[config.mk]
export PLATFORM = sky130hd
export DESIGN_NAME = sseg_capture_decoder
export DESIGN_NICKNAME = d
export VERILOG_FILES = /design/src/rtl/sseg_capture_decoder.sv
export SDC_FILE = /design/constraint.sdc
export NUM_CORES = 1
export LEC_CHECK = 0
export ABC_AREA = 1
export CELL_PAD_IN_SITES_DETAIL_PLACEMENT = 0
export CELL_PAD_IN_SITES_GLOBAL_PLACEMENT = 1
export CORE_ASPECT_RATIO = 1.4
export CORE_MARGIN = 2
export CORE_UTILIZATION = 26
export CTS_CLUSTER_DIAMETER = 150
export DETAILED_ROUTE_END_ITERATION = 10
export PLACE_DENSITY_LB_ADDON = 0.1
export SYNTH_ARGS = -nofsm -noshare
export SYNTH_HDL_FRONTEND = slang
export SYNTH_SLANG_ARGS = --single-unit
export TNS_END_PERCENT = 30
[constraint.sdc]
create_clock -name clk -period 1.9 [get_ports clk]
set_input_delay 0.38 -clock clk [delete_from_list [all_inputs] [get_ports clk]]
set_output_delay 0.38 -clock clk [all_outputs]
set_load 0.05 [all_outputs]
[src/rtl/sseg_capture_decoder.sv]
// sseg_capture_decoder
// Watches a multiplexed 7-segment bus (segments + one-hot digit strobes),
// waits for the sampled bus to be stable for STABLE_CYCLES samples, then
// decodes the glyph back to a hex nibble into a per-digit register file.
module sseg_capture_decoder #(
  parameter int NUM_DIGITS    = 4,
  parameter int STABLE_CYCLES = 4
) (
  input  logic                    clk,
  input  logic                    rst,
  input  logic [6:0]              sseg,
  input  logic [NUM_DIGITS-1:0]   an,
  input  logic                    clr,
  output logic [4*NUM_DIGITS-1:0] digits,
  output logic [NUM_DIGITS-1:0]   digit_valid,
  output logic                    update,
  output logic [2:0]              update_idx,
  output logic                    bad_pattern,
  output logic                    an_error
);

  localparam logic [1:0] IDLE   = 2'd0;
  localparam logic [1:0] TRACK  = 2'd1;
  localparam logic [1:0] LOCKED = 2'd2;

  localparam logic [7:0] CNT_MAX = 8'(STABLE_CYCLES);

  logic [6:0]            s_seg;
  logic [NUM_DIGITS-1:0] s_an;
  logic [7:0]            cnt;
  logic [1:0]            state;

  logic                  changed;
  logic                  capture;
  logic                  an_multi;
  logic [2:0]            hit_idx;
  logic [4:0]            glyph;

  // {legal, nibble} for a segment pattern; illegal patterns return legal = 0
  function automatic logic [4:0] decode(input logic [6:0] p);
    logic [4:0] r;
    case (p)
      7'h7E:   r = 5'h10;
      7'h30:   r = 5'h11;
      7'h6D:   r = 5'h12;
      7'h79:   r = 5'h13;
      7'h33:   r = 5'h14;
      7'h5B:   r = 5'h15;
      7'h5F:   r = 5'h16;
      7'h70:   r = 5'h17;
      7'h7F:   r = 5'h18;
      7'h7B:   r = 5'h19;
      7'h7D:   r = 5'h1A;
      7'h1F:   r = 5'h1B;
      7'h4E:   r = 5'h1C;
      7'h3D:   r = 5'h1D;
      7'h4F:   r = 5'h1E;
      7'h47:   r = 5'h1F;
      default: r = 5'h00;
    endcase
    return r;
  endfunction

  // Change detection compares the word about to be sampled with the held
  // sample, so the count restarts on the same edge the new value lands.
  assign changed  = {sseg, an} != {s_seg, s_an};
  assign capture  = (state == TRACK) && (cnt == CNT_MAX);
  assign an_multi = (s_an & (s_an - NUM_DIGITS'(1))) != '0;
  assign glyph    = decode(s_seg);

  // Index of the strobed digit (only used when s_an is one-hot)
  always_comb begin
    hit_idx = '0;
    for (int i = 0; i < NUM_DIGITS; i++)
      if (s_an[i]) hit_idx = 3'(i);
  end

  // Input sampling and saturating stability counter
  always_ff @(posedge clk or posedge rst) begin
    if (rst) begin
      s_seg <= '0;
      s_an  <= '0;
      cnt   <= '0;
    end else begin
      s_seg <= sseg;
      s_an  <= an;
      if (changed)             cnt <= 8'd1;
      else if (cnt != CNT_MAX) cnt <= cnt + 8'd1;
    end
  end

  // Capture FSM: one capture per stable strobe interval; clr has no effect here
  always_ff @(posedge clk or posedge rst) begin
    if (rst) begin
      state <= IDLE;
    end else if (changed) begin
      state <= (an == '0) ? IDLE : TRACK;
    end else if (capture) begin
      state <= LOCKED;
    end
  end

  // Digit register file and one-cycle status pulses; clr overrides a capture
  always_ff @(posedge clk or posedge rst) begin
    if (rst) begin
      digits      <= '0;
      digit_valid <= '0;
      update      <= 1'b0;
      update_idx  <= '0;
      bad_pattern <= 1'b0;
      an_error    <= 1'b0;
    end else begin
      update      <= 1'b0;
      bad_pattern <= 1'b0;
      an_error    <= 1'b0;
      if (clr) begin
        digit_valid <= '0;
      end else if (capture) begin
        if (an_multi) begin
          an_error <= 1'b1;
        end else if (glyph[4]) begin
          for (int i = 0; i < NUM_DIGITS; i++)
            if (s_an[i]) begin
              digits[4*i +: 4] <= glyph[3:0];
              digit_valid[i]   <= 1'b1;
            end
          update     <= 1'b1;
          update_idx <= hit_idx;
        end else begin
          for (int i = 0; i < NUM_DIGITS; i++)
            if (s_an[i]) digit_valid[i] <= 1'b0;
          bad_pattern <= 1'b1;
        end
      end
    end
  end

endmodule
==> results of run 1 <==
[worst register-to-register path: stages (launching register included)]
cell and delay, ns:
dfrtp_2 0.48, nor2_2 0.16, nand2_2 0.08, o21ai_0 0.10
nand2_1 0.12, nand2_2 0.10, nor2_2 0.05, nand2_4 0.20
nand2_1 0.17, nand2_1 0.09, nand2_1 0.05
[synthesized netlist by cell type]
| library cell | n | share of area, % |
|---|---|---|
| nand3_1 | 42 | 8.6 |
| nor4_4 | 1 | 0.87 |
| xnor2_1 | 7 | 2.5 |
| nand3_2 | 1 | 0.41 |
| or4_1 | 1 | 0.31 |
| o21ai_1 | 1 | 0.21 |
| buf_1 | 1 | 0.15 |
| nand3b_1 | 1 | 0.31 |
| nand4_1 | 9 | 2.3 |
| buf_8 | 1 | 0.62 |
| conb_1 | 1 | 0.15 |
| buf_2 | 2 | 0.41 |
| nor3_2 | 1 | 0.41 |
| xor2_1 | 4 | 1.4 |
| o21bai_1 | 1 | 0.31 |
| nor2_4 | 1 | 0.46 |
| nand2_2 | 5 | 1.3 |
| nor3_1 | 8 | 1.6 |
| buf_6 | 1 | 0.46 |
| ha_1 | 2 | 1.0 |
| inv_1 | 32 | 4.9 |
| nor4_1 | 1 | 0.26 |
| nand2_4 | 2 | 0.92 |
| a21oi_1 | 5 | 1.0 |
| nor2_2 | 10 | 2.6 |
| nand4_2 | 1 | 0.51 |
| dfrtp_1 | 46 | 47 |
| nor2_1 | 27 | 4.2 |
| inv_2 | 4 | 0.62 |
| o21ai_0 | 3 | 0.62 |
| buf_4 | 1 | 0.31 |
| nand2_1 | 84 | 13 |
[cells by family (layout without fill, tap and decap cells)]
family	after synthesis	count (layout)
XOR/XNOR	11	11
AND/OR/NAND/NOR	195	195
adder cells (fa/ha/maj)	2	2
buffers and inverters	42	95
AO/OA/AOI/OAI	10	10
other	1	1
flip-flops	46	46
[layout by cell type, fill, tap and decap left out, drive strengths merged, types with 2 or more instances in the layout]
master          n
inv            36
xnor2           7
o21ai           4
xor2            4
ha              2
clkdlybuf4s50  21
dfrtp          46
buf            31
nand4          10
nor4            2
nand2          91
a21oi           5
nor2           38
clkbuf          7
nor3            9
nand3          43
[per-stage QoR]
step           total power [uW]  worst slack, ns  hold WS, ns  util [%]
6_report                   2040           0.0519        0.439      34.5
3_3_place_gp               1220           0.0901        0.458      32.8
5_1_grt                    2140           0.0119        0.475      34.5
4_1_cts                    2080           0.0348        0.456      34.3
2_1_floorplan              1140            0.307        0.411         -
3_5_place_dp               1220           0.0727        0.460      32.8
[power breakdown]
part           leakage (uW)  total [uW]  switching [uW]  internal (uW)
clock             0.0000640         846             364            482
sequential         0.000605        1020            24.5            992
combinational      0.000901         179             107           71.7
total               0.00157        2040             496           1550
[state kept, by name (all words and copies together), names as in the netlist]
name	count
digits	16
cnt	8
s_an	4
state	2
s_seg	7
an_error	1
update	1
digit_valid	4
update_idx	2
bad_pattern	1
[worst max path at each step]
stage,depth (start not counted),slack [ns],startpoint,to
finish,1,0.05,digits[4]$_DFFE_PP0P_,digits[4]
global route,1,0.01,digits[4]$_DFFE_PP0P_,digits[4]
CTS,1,0.03,digits[4]$_DFFE_PP0P_,digits[4]
detailed placement,8,0.07,sseg[3],state[0]$_DFFE_PP0P_
global placement,8,0.09,sseg[3],state[0]$_DFFE_PP0P_
floorplan,9,0.31,cnt[0]$_DFFE_PP0P_,update_idx[0]$_DFFE_PP0P_
[per-layer routing]
layer	wire length (microns)	global-route usage [%]	share of wire [%]
met5	0	0	0
met4	129	5.46	2.0
met1	2700	15.6	42
met2	3460	25.3	54
met3	179	2.65	2.8
[what timing repair did]
item | CTS | global route
gates resized for setup | 0 | 6
setup endpoints to repair | 0 | 9
endpoints found under the hold margin | 0 | 0
[cell type report]
cell class,count,area share [%]
Sequential cell,46,36.9
Multi-Input combinational cell,219,35.7
Timing Repair Buffer,52,14.6
Inverter,36,4.32
Tap cell,107,4.28
Clock buffer,7,4.24
==> flow_summary.yaml, run 1 <==
outcome:
  outcome: "finished, violations left"
  violations: "DRC"
critical_path:
  slowest_delay_ns: 0.81
  cp-end-kind: "primary output"
  cp_data_required_time_ns: 1.52
  critPathLaunchType: "flop"
  worst_path_max_delay_cell: "clkdlybuf4s50_1"
  worst-path-buf-inv: 1
  rrSetupSlack_ns: 0.19
  r2r-start: "s_seg[2]$_DFF_PP0_"
  r2r-end: "digits[14]$_DFFE_PP0P_"
  reg2reg_depth: 10
  cp.arrival_ns: 1.47
  crit_type: "reg2out"
  critPathMaxFanout: 2
  crit_family: "buffers and inverters"
  path_cells: "clkdlybuf4s50_1"
layout:
  final_nets: 376
  multi_input_area_sq_um: 1120
  antenna_cells: 0
  fillerInstances: 995
  instances_no_fill: 467
  final_cell_area_sq_um: 3130
  drive_above_1_share_pct: 18.9
  regArea_sq_um: 1150
  area_delta_synth_final_pct: 28.4
synthesis:
  synth_area_sq_um: 2440
  synth-xor-area-share_pct: 3.95
  synth.distinct_cells: 32
  synth-compound-area-share_pct: 2.16
  synth.area.mux_share_pct: 0
  ys_seq_area_share_pct: 47.2
  synth_warnings: 0
  synth_adder_area_share_pct: 1.03
  synthSimpleGateAreaFrac_pct: 38.0
  synth_nets: 323
  avgSynthCellArea_sq_um: 7.94
  syn-instance-count: 307
  ys_ff_latch: 46
  synth_top_family_by_area: "simple AND/OR/NAND/NOR gates"
detailed_routing:
  ant_nets: 0
  vias_per_cell: 4.50
  via_count: 2103
  dr.pass1.iters: 9
  first_iter_violations: 85
  drt-total-wl_mm: 6.47
  wire_per_inst_microns: 13.9
  drc: 2
sta:
  setup_viol_count_final: 0
  hold_viol: 0
  min_period_ns: 1.85
  tightestPinTransition_ns: 0.497
  rsz0062_at_grt: "no"
  fmax_ghz: 0.541
  finClkSkew_ns: 0.00541
  drv_slew: 0
  fin_crit_sh_pct: 97.3
  fin_setup_tns_ns: 0
  relSlewSlack_pct: 66.8
worst_hold_path:
  hold_path_class: "in2async"
clocking:
  cts_setup_buffers: 0
  clock_latency_ns: 0.29
  clk_path_buf_depth: 2
  clock-sinks: 46
  tritoncts: "done"
  root_buffer: "clkbuf_16"
  cts_max_level: 2
  clk_pin_slew_worst_paths_ns: 0.06
  cts_hold_buffers: 0
  cts_buffers: 5
global_routing:
  grt_pass1_vias: 2231
  antenna_found_initial: 0
  grt-ovfl-total: 0
  grt.total_usage_pct: 13.9
  grt_pass1_wl_mm: 10.9
  grt_max_degree: 47
place:
  dp_hpwl_mm: 4.94
  numPortBuffers: 38
  gp_congestion: 0.800
  placed_area_sq_um: 2980
  dpl.cell_count: 460
floorplanning:
  start_util_pct: 26.8
  io_pins: 40
  fp-row-count: 41
  die_w_microns: 85.8
  dieArea_sq_um: 10200
  die_h_microns: 119
  coreArea_sq_um: 9080
power:
  ir_drop_v: 0.000316
  power_density_nw_per_um2: 653
  p_leak_uw: 0.00157
flow_run:
  drv_cap: 0
(Power assumes the default switching activity.)
==> inputs of run 2 (changes only) <==
==> constraint.sdc (replaced) <==
create_clock -name clk -period 2.3 [get_ports clk]
set_input_delay 0.46 -clock clk [delete_from_list [all_inputs] [get_ports clk]]
set_output_delay 0.46 -clock clk [all_outputs]
set_load 0.05 [all_outputs]
==> run 2 against run 1 <==
Against the previous run:
- the flow still finishes with violations (DRC)
- critical path type unchanged
- flip-flop and latch count unchanged
- routed wire length down 5.1%
- worst setup slack better by 0.31 ns
- core utilization down 0.30 points
- critical path depth unchanged
- power down 12%
- die area unchanged
- sequential power down 18%
==> flow_summary.yaml, run 2 (synthesis results as in run 1) <==
worst_hold_path:
  hp-start: "digits[7]$_DFFE_PP0P_"
  hold_path_class: "reg2reg"
  whs_endpoint: "digits[7]$_DFFE_PP0P_"
  min_path_cells: 2
sta:
  fin_crit_sh_pct: 84.4
  finClkSkew_ns: 0.00547
  fmax_ghz: 0.515
  relSlewSlack_pct: 66.4
  min_period_ns: 1.94
  fin_hold_ws_ns: 0.472
  rsz0062_at_grt: "no"
  tightestPinTransition_ns: 0.503
  setup_viol_count_final: 0
  drv_slew: 0
  hold_viol: 0
  fin_setup_tns_ns: 0
floorplanning:
  start_util_pct: 26.8
  io_pins: 40
  die_h_microns: 119
  dieArea_sq_um: 10200
  die_w_microns: 85.8
  coreArea_sq_um: 9080
  fp-row-count: 41
place:
  dpl.cell_count: 449
  numPortBuffers: 38
  gp_congestion: 0.768
  dp_hpwl_mm: 4.83
outcome:
  violations: "DRC"
  outcome: "finished, violations left"
global_routing:
  grt_pass1_vias: 2147
  antenna_found_initial: 0
  grt-ovfl-total: 0
  grt_max_degree: 47
  grt_pass1_wl_mm: 10.6
  grt.total_usage_pct: 13.4
critical_path:
  cp.arrival_ns: 1.48
  r2r-start: "cnt[0]$_DFFE_PP0P_"
  path_cells: "clkdlybuf4s50_1"
  slowest_delay_ns: 0.81
  reg2reg_depth: 8
  critPathLaunchType: "flop"
  crit_family: "buffers and inverters"
  cp_data_required_time_ns: 1.84
  r2r-end: "digits[1]$_DFFE_PP0P_"
  rrSetupSlack_ns: 0.44
  cp-end-kind: "primary output"
  critPathMaxFanout: 2
  worst_path_max_delay_cell: "clkdlybuf4s50_1"
  crit_type: "reg2out"
  worst-path-buf-inv: 1
layout:
  antenna_cells: 0
  instances_no_fill: 457
  largest_reg_flops: 16
  top_register: "digits"
  final_common_cell: "nand2_1"
  area_delta_synth_final_pct: 27.3
  mostFrequentLayoutCells: "nand2_1, dfrtp_1, nand3_1, clkdlybuf4s50_1, inv_1"
  drive_above_1_share_pct: 10.3
  fillerInstances: 997
  largestRegisters: "digits x16, cnt x8, s_seg x7"
  final_nets: 365
detailed_routing:
  ant_nets: 0
  vias_per_cell: 4.53
  via_count: 2071
  wire_per_inst_microns: 13.4
  drt-total-wl_mm: 6.14
  drc: 2
  dr.pass1.iters: 10
  first_iter_violations: 132
clocking:
  cts_max_level: 2
  root_buffer: "clkbuf_16"
  clock-sinks: 46
  cts_hold_buffers: 0
  clk_path_buf_depth: 2
  cts_setup_buffers: 0
  tritoncts: "done"
  cts-resized-gates: 0
  clock_latency_ns: 0.29
  clk_pin_slew_worst_paths_ns: 0.06
  cts_buffers: 5
flow_run:
  drv_cap: 0
power:
  ir_drop_v: 0.000279
  p_leak_uw: 0.00149
  power_density_nw_per_um2: 578
-- run 2: cell count changes in the layout (fill, tap and decap cells not counted), moves of 2 or more --
cell             delta
buf_4              -28
clkdlybuf4s50_1    +17
dfrtp_1             +2
dfrtp_2             -2
-- run 2: cell type report --
cell class | count | area (sq um) | share of cell area, %
well taps | 107 | 134 | 4.32
repair buffers | 41 | 415 | 13.4
flip-flops and latches | 46 | 1150 | 37.1
multi-input cells | 219 | 1100 | 35.6
clock buffers | 7 | 133 | 4.28
clock inverters | 1 | 30.0 | 0.968
inverters | 36 | 135 | 4.36
-- run 2: metal layers --
layer  up-vias  global-route usage, %  part of all wire (%)
li1       1069                      -                     -
met1       974                   15.3                    41
met2        22                   24.8                    55
met3         6                   2.16                   2.2
met4         0                   4.46                   1.7
met5         -                      0                     0
-- run 2: where the power goes --
group	internal [uW]	switching, uW
sequential	819	19.6
clock	514	303
combinational	53.3	84.9
-- run 2: metrics by stage --
stage | setup slack, ns | total power [uW] | util, % | cell area, sq um
finish | 0.359 | 1790 | 34.2 | 3100
global placement | 0.286 | 998 | 32.4 | 2940
detailed placement | 0.303 | 997 | 32.4 | 2940
global route | 0.119 | 1880 | 34.2 | 3100
CTS | 0.340 | 1820 | 34.2 | 3100
floorplan | 0.707 | 942 | - | 2440
-- run 2: worst max-delay path by stage --
stage                                     start                         to  slack [ns]  cells after the start
final                     digits[3]$_DFFE_PP0P_                  digits[3]        0.36                      1
after global routing         cnt[0]$_DFFE_PP0P_      digits[2]$_DFFE_PP0P_        0.12                      8
after CTS                 digits[3]$_DFFE_PP0P_                  digits[3]        0.34                      1
after detailed placement                    clr     digits[12]$_DFFE_PP0P_        0.30                      7
after global placement                      clr     digits[14]$_DFFE_PP0P_        0.29                      7
after floorplan              cnt[0]$_DFFE_PP0P_  update_idx[0]$_DFFE_PP0P_        0.71                      9
